**src/rtl/depth_pkg.sv**
```systemverilog
// Shared types for the depth-test stage: compare functions, forwarding history entries
// and the compare helper used by the compare stage.
package depth_pkg;

    // History entries hold the widest supported address/depth; narrower instances zero-extend.
    localparam int HIST_ADDR_W  = 32;
    localparam int HIST_DEPTH_W = 32;

    typedef enum logic [1:0] {
        ALWAYS  = 2'b00,
        LESS    = 2'b01,
        LEQUAL  = 2'b10,
        GREATER = 2'b11
    } depth_func_t;

    typedef struct packed {
        logic                    valid;
        logic [HIST_ADDR_W-1:0]  addr;
        logic [HIST_DEPTH_W-1:0] depth;
    } hist_entry_t;

    function automatic logic depth_compare(
        input depth_func_t             func,
        input logic [HIST_DEPTH_W-1:0] new_d,
        input logic [HIST_DEPTH_W-1:0] old_d
    );
        logic pass;
        case (func)
            ALWAYS:  pass = 1'b1;
            LESS:    pass = (new_d < old_d);
            LEQUAL:  pass = (new_d <= old_d);
            default: pass = (new_d > old_d);
        endcase
        return pass;
    endfunction

endpackage

```
**src/rtl/depth_fwd_window.sv**
```systemverilog
// Short history of recently committed depth writes; returns the youngest entry whose
// address matches the lookup so in-flight writes shadow stale BRAM data.
module depth_fwd_window
    import depth_pkg::*;
#(
    parameter int ADDR_W  = 17,
    parameter int DEPTH_W = 16,
    parameter int ENTRIES = 3
)(
    input  logic               clk_in,
    input  logic               rst_n_in,
    input  logic               push_valid,
    input  logic [ADDR_W-1:0]  push_addr,
    input  logic [DEPTH_W-1:0] push_depth,
    input  logic [ADDR_W-1:0]  lookup_addr,
    output logic               hit,
    output logic [DEPTH_W-1:0] depth
);

    hist_entry_t hist [ENTRIES];

    always_ff @(posedge clk_in or negedge rst_n_in) begin
        if (!rst_n_in) begin
            for (int i = 0; i < ENTRIES; i++) hist[i] <= '0;
        end else begin
            hist[0] <= '{valid: push_valid,
                         addr:  HIST_ADDR_W'(push_addr),
                         depth: HIST_DEPTH_W'(push_depth)};
            for (int i = 1; i < ENTRIES; i++) hist[i] <= hist[i-1];
        end
    end

    // Scan oldest to youngest so the youngest match is the one left standing.
    always_comb begin
        hit   = 1'b0;
        depth = '0;
        for (int i = ENTRIES - 1; i >= 0; i--) begin
            if (hist[i].valid && (hist[i].addr == HIST_ADDR_W'(lookup_addr))) begin
                hit   = 1'b1;
                depth = DEPTH_W'(hist[i].depth);
            end
        end
    end

endmodule

```
**src/rtl/depth_test_unit.sv**
```systemverilog
// Per-fragment depth test: issues the depth read, delays the fragment to meet the read data,
// compares against forwarded or BRAM depth, and emits gated framebuffer/depth writes.
module depth_test_unit
    import depth_pkg::*;
#(
    parameter int FB_BIT_WIDTH    = 16,
    parameter int DEPTH_BIT_WIDTH = 16,
    parameter int FB_ADDR_WIDTH   = 17,
    parameter int READ_LATENCY    = 2,
    parameter int VIS_BITS        = 8,
    parameter int STAT_WIDTH      = 32
)(
    input  logic                       clk_in,
    input  logic                       rst_n_in,
    input  logic                       drawing_in,
    input  logic                       render_depth_buffer,
    input  logic [1:0]                 depth_func_in,
    input  logic                       fb_we_in,
    input  logic                       dp_we_in,
    input  logic                       fb_front_in,
    input  logic [FB_ADDR_WIDTH-1:0]   fb_write_in,
    input  logic [FB_BIT_WIDTH-1:0]    fb_value_in,
    input  logic [DEPTH_BIT_WIDTH-1:0] dp_value_in,
    input  logic [DEPTH_BIT_WIDTH-1:0] dp_read_in,
    input  logic                       clear_stats_in,
    output logic                       dp_re_out,
    output logic [FB_ADDR_WIDTH-1:0]   dp_read_addr_out,
    output logic                       fb_we_out,
    output logic                       dp_we_out,
    output logic                       fb_front_out,
    output logic [FB_ADDR_WIDTH-1:0]   fb_write_out,
    output logic [FB_ADDR_WIDTH-1:0]   dp_write_out,
    output logic [FB_BIT_WIDTH-1:0]    fb_value_out,
    output logic [DEPTH_BIT_WIDTH-1:0] dp_value_out,
    output logic [STAT_WIDTH-1:0]      pass_count_out,
    output logic [STAT_WIDTH-1:0]      reject_count_out
);

    localparam int STAGES = READ_LATENCY + 1;

    typedef struct packed {
        logic                       drawing;
        logic                       render;
        depth_func_t                func;
        logic                       fb_we;
        logic                       dp_we;
        logic                       front;
        logic [FB_ADDR_WIDTH-1:0]   addr;
        logic [FB_BIT_WIDTH-1:0]    colour;
        logic [DEPTH_BIT_WIDTH-1:0] depth;
    } frag_t;

    frag_t stage_q [STAGES];
    frag_t cur;

    logic                       fwd_hit;
    logic [DEPTH_BIT_WIDTH-1:0] fwd_depth;
    logic [DEPTH_BIT_WIDTH-1:0] old_depth;
    logic [VIS_BITS-1:0]        vis;
    logic                       pass;
    logic                       drawn;
    logic                       nxt_fb_we;
    logic                       nxt_dp_we;
    logic [FB_BIT_WIDTH-1:0]    nxt_value;

    // Read issue and the fragment delay line share the input sample edge, so the last
    // stage lines up with the BRAM data READ_LATENCY cycles after the address.
    always_ff @(posedge clk_in or negedge rst_n_in) begin
        if (!rst_n_in) begin
            dp_re_out        <= 1'b0;
            dp_read_addr_out <= '0;
            for (int i = 0; i < STAGES; i++) stage_q[i] <= '0;
        end else begin
            dp_re_out        <= drawing_in & (fb_we_in | dp_we_in);
            dp_read_addr_out <= fb_write_in;
            stage_q[0] <= '{drawing: drawing_in,
                            render:  render_depth_buffer,
                            func:    depth_func_t'(depth_func_in),
                            fb_we:   fb_we_in,
                            dp_we:   dp_we_in,
                            front:   fb_front_in,
                            addr:    fb_write_in,
                            colour:  fb_value_in,
                            depth:   dp_value_in};
            for (int i = 1; i < STAGES; i++) stage_q[i] <= stage_q[i-1];
        end
    end

    assign cur = stage_q[STAGES-1];

    // One entry per output cycle, so a write is visible to fragments up to
    // READ_LATENCY+1 cycles younger, after which the BRAM read already sees it.
    depth_fwd_window #(
        .ADDR_W  (FB_ADDR_WIDTH),
        .DEPTH_W (DEPTH_BIT_WIDTH),
        .ENTRIES (STAGES)
    ) u_fwd (
        .clk_in      (clk_in),
        .rst_n_in    (rst_n_in),
        .push_valid  (nxt_dp_we),
        .push_addr   (cur.addr),
        .push_depth  (cur.depth),
        .lookup_addr (cur.addr),
        .hit         (fwd_hit),
        .depth       (fwd_depth)
    );

    always_comb begin
        old_depth = fwd_hit ? fwd_depth : dp_read_in;
        pass      = depth_compare(cur.func, HIST_DEPTH_W'(cur.depth), HIST_DEPTH_W'(old_depth));
        drawn     = cur.drawing & (cur.fb_we | cur.dp_we);
        vis       = ~cur.depth[DEPTH_BIT_WIDTH-1 -: VIS_BITS];
        nxt_fb_we = cur.fb_we;
        nxt_dp_we = cur.dp_we;
        nxt_value = cur.colour;
        if (cur.drawing) begin
            nxt_fb_we = cur.fb_we & pass;
            nxt_dp_we = cur.dp_we & pass;
            if (cur.render) nxt_value = FB_BIT_WIDTH'(vis);
        end
    end

    always_ff @(posedge clk_in or negedge rst_n_in) begin
        if (!rst_n_in) begin
            fb_we_out    <= 1'b0;
            dp_we_out    <= 1'b0;
            fb_front_out <= 1'b0;
            fb_write_out <= '0;
            dp_write_out <= '0;
            fb_value_out <= '0;
            dp_value_out <= '0;
        end else begin
            fb_we_out    <= nxt_fb_we;
            dp_we_out    <= nxt_dp_we;
            fb_front_out <= cur.front;
            fb_write_out <= cur.addr;
            dp_write_out <= cur.addr;
            fb_value_out <= nxt_value;
            dp_value_out <= cur.depth;
        end
    end

    always_ff @(posedge clk_in or negedge rst_n_in) begin
        if (!rst_n_in) begin
            pass_count_out   <= '0;
            reject_count_out <= '0;
        end else if (clear_stats_in) begin
            pass_count_out   <= '0;
            reject_count_out <= '0;
        end else if (drawn) begin
            if (pass) begin
                if (pass_count_out != '1) pass_count_out <= pass_count_out + STAT_WIDTH'(1);
            end else begin
                if (reject_count_out != '1) reject_count_out <= reject_count_out + STAT_WIDTH'(1);
            end
        end
    end

endmodule

```
**config.mk**
```make
export PLATFORM = sky130hd
export DESIGN_NAME = depth_test_unit
export DESIGN_NICKNAME = d
export VERILOG_FILES = /design/src/rtl/depth_pkg.sv /design/src/rtl/depth_fwd_window.sv /design/src/rtl/depth_test_unit.sv
export SDC_FILE = /design/constraint.sdc
export NUM_CORES = 1
export LEC_CHECK = 0
export CORE_MARGIN = 8
export CORE_UTILIZATION = 56
export DETAILED_ROUTE_END_ITERATION = 7
export PLACE_DENSITY = 0.82
export SLEW_MARGIN = 10
export SYNTH_ARGS = -nofsm -noshare
export SYNTH_HDL_FRONTEND = slang
export SYNTH_SLANG_ARGS = --single-unit
```
**constraint.sdc**
```tcl
create_clock -name clk_in -period 10.62 [get_ports clk_in]
set_input_delay 2.124 -clock clk_in [delete_from_list [all_inputs] [get_ports clk_in]]
set_output_delay 2.124 -clock clk_in [all_outputs]
set_load 0.05 [all_outputs]
```
==> impl_results.md, run 1 <==
* RSZ-0062 raised after global routing: false
* Crit end category: register
* Clock skew at 16.07 ps
* Pre-CTS setup slack at 4636 ps
* Worst R2R End: pass_count_out[29]$_DFFE_PN0P_
* Area delta synth->final at 25.84%
* Top FF cell, synth: dfrtp_1
* Pwr Density at 186.9 nW/µm²
* Slowest stage delay, CP at 720 ps
* Syn nets at 1044
* Hold Path End: cur[39]$_DFF_PN0_
* Slew at the pin closest to its max-slew limit at 1036 ps
* Flop-to-flop setup slack at 5670 ps
* CP Data Arrival Time at 5940 ps
* Cts hold-fix bufs at 0
* Crit path max fanout at 24
* Share of cells above drive strength 1 at 0.07726
* Fmax at 0.1804 GHz
* # clock sinks at 353
* ANT nets after route at 0
* Vias in the first global route at 8272
* Via count at 7840
* GRT overflow at 0
* First-pass GRT wire length at 44540 µm
* Final setup fails at 0
* Post-layout min period at 5544 ps
* Slowest-stage cell, CP: a21oi_2
* Clock latency at the later pin of the worst-skew pair at 510 ps
* Post-synthesis sequential area ratio at 0.6911
* Die width at 167.1 µm
* Iter 0 DRT Violations at 547
* Final HPWL DP at 18830 µm
* Yosys cell types at 50
* Status: complete, no violations
* Critical Path RT at 11010 ps
* P_leak at 6.852 nW
* Post-synth EDFFs at 0
* Final Hold Fails at 0
* Clk slew on worst S/H paths at 60 ps
* HP Class: reg -> reg
* Hold Crit Start: stage_q[95]$_DFF_PN0_
* CTS Buf Count at 36
* IO buf count at 225
* Maximum vdd drop at 0.1120 mV
* Seq cells post-synth at 353
* Crit share post-route at 0.5221
* Core area at 22500 µm²
* CTS root buf: clkbuf_16
* Worst r2r path cells at 18
* Gr usage total at 0.1988
* Final nets at 1219
* Vias per cell at 5.452
* FF/Latch Area at 8833 µm²
* Layout Utilization at 0.7148
* Crit Path Category: in -> reg
* CP startpoint kind: input pin
* Worst rel slew slack at 0.3096
* Fin worst setup slack at 5076 ps
* Synth Cell Area at 12780 µm²
* TNS Setup at 0 ps
* Max-Cap Viols at 0
* Fill cells at 1515
* Crit Reg-Reg Startpoint: cur[34]$_DFF_PN0_
* Total power at 3.006 mW
* Rows at 55
* Gpl congestion at 0.8527
* H-tree depth at 2
* Die height at 167.1 µm
* Max-slew violations at 0
* Pin count of the biggest net entering global routing at 105
* Mean Syn Cell Area at 13.44 µm²
* Initial Util at 0.5680
* Worst Hold Depth at 0
* # Post-CTS Setup Buffers at 0
* Routed WL at 27790 µm
* Ports at 226
* CP dominant cell by count: mux2i_1
* DR WL/cell at 19.32 µm
* DRC violations left at 0
* Fraction of registers with async set/reset at 1.000
* Post-CTS Resized at 0
* Footprint of the multi-input gates at 3262 µm²
* Gate Count Post-Synth at 951
* Yosys Warn Count at 0
* CTS tree: done
* Critical path, cell by cell: clkdlybuf4s50_1 -> mux2i_1 -> a211oi_1 -> a21oi_1 -> ha_1 -> nand4_1 -> nor4_1 -> a21boi_1 -> o41a_1 -> mux2i_1 -> buf_4 -> a21oi_2 -> nor3_1 -> mux2_1
* Clk buf depth at 3
* Pre-Repair DR Iteration Count at 7
* Initial antenna violation count at 8
* DIE AREA at 27920 µm²
-- critical path, delay by kind of cell --
family | cells | cell delay, ps
buf+inv | 2 | 650
simple gates | 3 | 750
fa+ha+maj | 1 | 330
compound gates | 5 | 1580
mux | 3 | 490
-- power by group --
group	total [mW]	internal, mW	switching, mW
registers	1.44	1.40	0.0357
logic	0.234	0.0854	0.148
clock network	1.33	0.829	0.505
-- stage by stage --
step                hold slack (ps)  std cells  instance area (µm²)
global placement              332.7       1373                14810
floorplan                     331.2        951                12780
finish                        340.1       1438                16090
detailed placement            334.7       1373                14810
global route                  349.5       1438                16090
CTS                           336.3       1437                16080
-- how the worst max path moves through the flow --
| stage | startpoint | slack (ps) | depth (start not counted) | end |
|---|---|---|---|---|
| 2_1_floorplan | dp_read_in[5] | 5850 | 13 | pass_count_out[29]$_DFFE_PN0P_ |
| 3_3_place_gp | dp_read_in[14] | 4730 | 14 | pass_count_out[29]$_DFFE_PN0P_ |
| 3_5_place_dp | dp_read_in[14] | 4640 | 14 | pass_count_out[29]$_DFFE_PN0P_ |
| 4_1_cts | dp_read_in[12] | 5090 | 14 | pass_count_out[29]$_DFFE_PN0P_ |
| 5_1_grt | dp_read_in[12] | 4740 | 14 | pass_count_out[29]$_DFFE_PN0P_ |
| 6_report | dp_read_in[11] | 5080 | 14 | pass_count_out[29]$_DFFE_PN0P_ |
-- cell usage after synthesis (2+ instances only) --
cell	number	area, µm²
nand2_1	35	131.4
nor2_1	60	225.2
buf_2	8	40.04
buf_4	68	510.5
nand4_1	31	193.9
a21o_1	2	15.01
a21oi_2	3	26.28
and4_1	8	70.07
a211oi_1	16	120.1
nor4_1	7	43.79
o31ai_1	11	82.58
nor3_1	14	70.07
nand3_1	29	145.1
o21ai_0	28	140.1
clkbuf_1	17	63.81
a31o_2	3	26.28
or4_1	11	82.58
mux2_2	4	45.04
buf_6	3	33.78
nor2b_1	6	37.54
xor2_1	26	227.7
or3_1	17	106.4
a21oi_1	49	245.2
and2_1	13	81.33
dfrtp_1	353	8833
xnor2_1	52	455.4
inv_1	12	45.04
and3_1	9	56.30
mux2i_1	18	180.2
ha_1	18	225.2
-- registers in the layout, summed over array words and instances (netlist names) --
| register | count |
|---|---|
| pass_count_out | 32 |
| fb_front_out | 1 |
| cur | 56 |
| fb_we_out | 1 |
| fb_value_out | 16 |
| dp_re_out | 1 |
| reject_count_out | 32 |
| u_fwd.hist | 102 |
| stage_q | 112 |
-- layout by cell type (no fill, tap or decap), types with 8 or more instances in the layout --
| cell | count |
|---|---|
| o31ai_1 | 11 |
| nor3_1 | 14 |
| nand4_1 | 31 |
| a211oi_1 | 16 |
| o21ai_0 | 28 |
| inv_1 | 12 |
| clkbuf_16 | 37 |
| nand2_1 | 35 |
| or3_1 | 17 |
| a21oi_1 | 49 |
| nor2_1 | 60 |
| and2_1 | 13 |
| ha_1 | 18 |
| mux2i_1 | 18 |
| dfrtp_1 | 353 |
| nand3_1 | 29 |
| xor2_1 | 26 |
| and4_1 | 8 |
| buf_4 | 8 |
| xnor2_1 | 52 |
| and3_1 | 9 |
| clkdlybuf4s50_1 | 223 |
| or4_1 | 11 |
-- area by class of cell --
class / instances / area share
multi-input combinational: 490 / 0.2028
tap: 285 / 0.02217
inverter: 12 / 0.002800
sequential: 353 / 0.5492
antenna: 1 / 0.0001556
clock inverter: 16 / 0.01532
timing repair buffer: 233 / 0.1437
clock buffer: 48 / 0.06386
-- cells by family after synthesis --
logic type / count (synthesis) / synth area share
xor+xnor: 78 / 0.05345
simple gates: 246 / 0.1034
flops: 353 / 0.6911
mux: 24 / 0.01967
fa+ha+maj: 18 / 0.01762
compound gates: 124 / 0.06059
buf+inv: 108 / 0.05423
-- routing by layer --
metal | up-vias | global-route usage | wire (µm)
met1 | 3943 | 0.2520 | 11460
met4 | 14 | 0.06816 | 665
met5 | - | 0 | 92
met2 | 253 | 0.3149 | 13350
met3 | 64 | 0.06950 | 2226
li1 | 3566 | - | -
Note: power is estimated with default switching activity, not from simulation.
==> inputs of run 2 (changes only) <==
CORE_UTILIZATION = 52   (was 56)
PLACE_DENSITY = 0.77   (was 0.82)
clock period = 5.4 ns   (was 10.62 ns; I/O delays follow)
==> impl_results.md, run 2 (synthesis gave the netlist of run 1 again) <==
* Status: complete, no violations
* Crit share post-route at 0.9068
* Diode count at 0
* Clk buf depth at 3
* Clock skew at 21.01 ps
* First-pass GRT wire length at 44720 µm
* Post-layout min period at 4897 ps
* Final nets at 1222
* Ports at 226
* Gpl congestion at 0.8451
* CP startpoint kind: register
* Pin count of the biggest net entering global routing at 121
* P_leak at 6.874 nW
* HP Class: reg -> reg
* Final Hold Fails at 0
* # clock sinks at 353
* Critical Path RT at 5820 ps
* Vias in the first global route at 8296
* Pwr Density at 364.7 nW/µm²
* CP Data Arrival Time at 5320 ps
* Maximum vdd drop at 0.2096 mV
* Crit end category: register
* Footprint of the multi-input gates at 3262 µm²
* ANT nets after route at 0
* Worst r2r path cells at 16
* Vias per cell at 5.326
* Slew at the pin closest to its max-slew limit at 927.9 ps
* Top delay family on crit path: simple AND/OR/NAND/NOR gates
* Initial antenna violation count at 9
* # Post-CTS Setup Buffers at 0
* DIE AREA at 29850 µm²
* Post-Layout Cell Count at 1482
* Hold Crit Start: stage_q[121]$_DFF_PN0_
* Die width at 172.8 µm
* Slowest-stage cell, CP: or4_1
* IO buf count at 225
* Most common cell after layout, fill and taps aside: dfrtp_1
* Gr usage total at 0.1841
* Crit Path Category: reg -> reg
* Area delta synth->final at 26.41%
* FF/Latch Area at 8833 µm²
* Pre-Repair DR Iteration Count at 5
* WP buf/inv at 1
* Flop-to-flop setup slack at 500 ps
* Dpl cells at 1414
* Worst rel slew slack at 0.3814
* Clk slew on worst S/H paths at 60 ps
* DR WL/cell at 18.58 µm
* H-tree depth at 2
* Rows at 57
* Worst R2R End: reject_count_out[29]$_DFFE_PN0P_
* Clock latency at the later pin of the worst-skew pair at 510 ps
* CTS root buf: clkbuf_16
* Via count at 7893
* Final HPWL DP at 18730 µm
* Core area at 24250 µm²
* DRC violations left at 0
* Max reg flops at 112
* Post-CTS Resized at 0
* CTS Buf Count at 37
* Max-Cap Viols at 0
* Initial Util at 0.5271
* Worst Hold Depth at 0
* Iter 0 DRT Violations at 640
* Die height at 172.8 µm
* CTS tree: done
* Critical path, cell by cell: xor2_1 -> nor4_1 -> nand4_1 -> buf_4 -> mux2i_1 -> a211oi_1 -> a21oi_1 -> ha_1 -> nand4_1 -> nor4_1 -> a21boi_1 -> o41a_1 -> mux2_4 -> nand4_4 -> or4_1 -> a21oi_1
* Most frequent cells in the layout: dfrtp_1, clkdlybuf4s50_1, nor2_1
* Final setup fails at 0
* Fmax at 0.2042 GHz
* Fill cells at 1745
* TNS Setup at 0 ps
* Slowest stage delay, CP at 570 ps
* Largest Register: stage_q
* Pre-CTS setup slack at 438.9 ps
* Crit path max fanout at 28
* Share of cells above drive strength 1 at 0.08377
* Cts hold-fix bufs at 0
* Crit Reg-Reg Startpoint: cur[38]$_DFF_PN0_
* Max-slew violations at 0
* RSZ-0062 raised after global routing: false
* Hold Path End: stage_q[65]$_DFF_PN0_
* Routed WL at 27540 µm
* Fin worst setup slack at 503.2 ps
* GRT overflow at 0
## run 2: changes by cell type in the layout (fill, tap and decap cells not counted), sizes merged
cell | previous run | this run
diode | 1 | 0
buf | 10 | 12
clkbuf | 48 | 45
clkinv | 6 | 15
bufinv | 6 | 5
inv | 14 | 13
## run 2: cell type report
| class | instances | share of cell area |
|---|---|---|
| flip-flops and latches | 353 | 0.5467 |
| inverters | 12 | 0.002788 |
| multi-input cells | 490 | 0.2019 |
| repair buffers | 235 | 0.1440 |
| well taps | 324 | 0.02509 |
| clock inverters | 23 | 0.01727 |
| clock buffers | 45 | 0.06226 |
## run 2: worst max-delay path by stage
stage,start,end,slack [ps],cells past startpoint
4_1_cts,cur[38]$_DFF_PN0_,reject_count_out[29]$_DFFE_PN0P_,470,16
3_5_place_dp,dp_read_in[11],reject_count_out[23]$_DFFE_PN0P_,440,13
5_1_grt,cur[38]$_DFF_PN0_,reject_count_out[29]$_DFFE_PN0P_,100,16
6_report,cur[38]$_DFF_PN0_,reject_count_out[29]$_DFFE_PN0P_,500,16
2_1_floorplan,cur[38]$_DFF_PN0_,pass_count_out[29]$_DFFE_PN0P_,1170,17
3_3_place_gp,dp_read_in[14],pass_count_out[29]$_DFFE_PN0P_,620,13
## run 2: where the power goes
part,internal [mW],total (mW),switching [mW]
registers,2.76,2.83,0.0695
logic,0.169,0.461,0.292
clock network,1.58,2.60,1.02
total,4.51,5.89,1.38
## run 2: metal layers
| layer | part of all wire | GRT usage | vias up |
|---|---|---|---|
| li1 | - | - | 3572 |
| met4 | 0.020 | 0.04815 | 18 |
| met3 | 0.088 | 0.07319 | 62 |
| met2 | 0.48 | 0.2930 | 274 |
| met1 | 0.41 | 0.2324 | 3967 |
| met5 | 0.0043 | 0 | - |
## run 2: per-stage QoR
step | utilization | instance area, µm² | power, mW | hold slack (ps)
after floorplan | - | 12780 | 3.143 | 331.2
after global placement | 0.6134 | 14870 | 3.332 | 332.1
after detailed placement | 0.6134 | 14870 | 3.343 | 334.7
after CTS | 0.6664 | 16160 | 5.969 | 337.1
after global routing | 0.6664 | 16160 | 6.110 | 340.0
final | 0.6664 | 16160 | 5.893 | 327.2
## run 2: worst reg2reg max path, cell delays in order (launching register included)
cell and delay (ps):
dfrtp_1 440, xor2_1 190, nor4_1 370, nand4_1 140, buf_4 250, mux2i_1 170, a211oi_1 260, a21oi_1 80
ha_1 340, nand4_1 150, nor4_1 430, a21boi_1 290, o41a_1 180, mux2_4 370, nand4_4 380, or4_1 580
a21oi_1 170
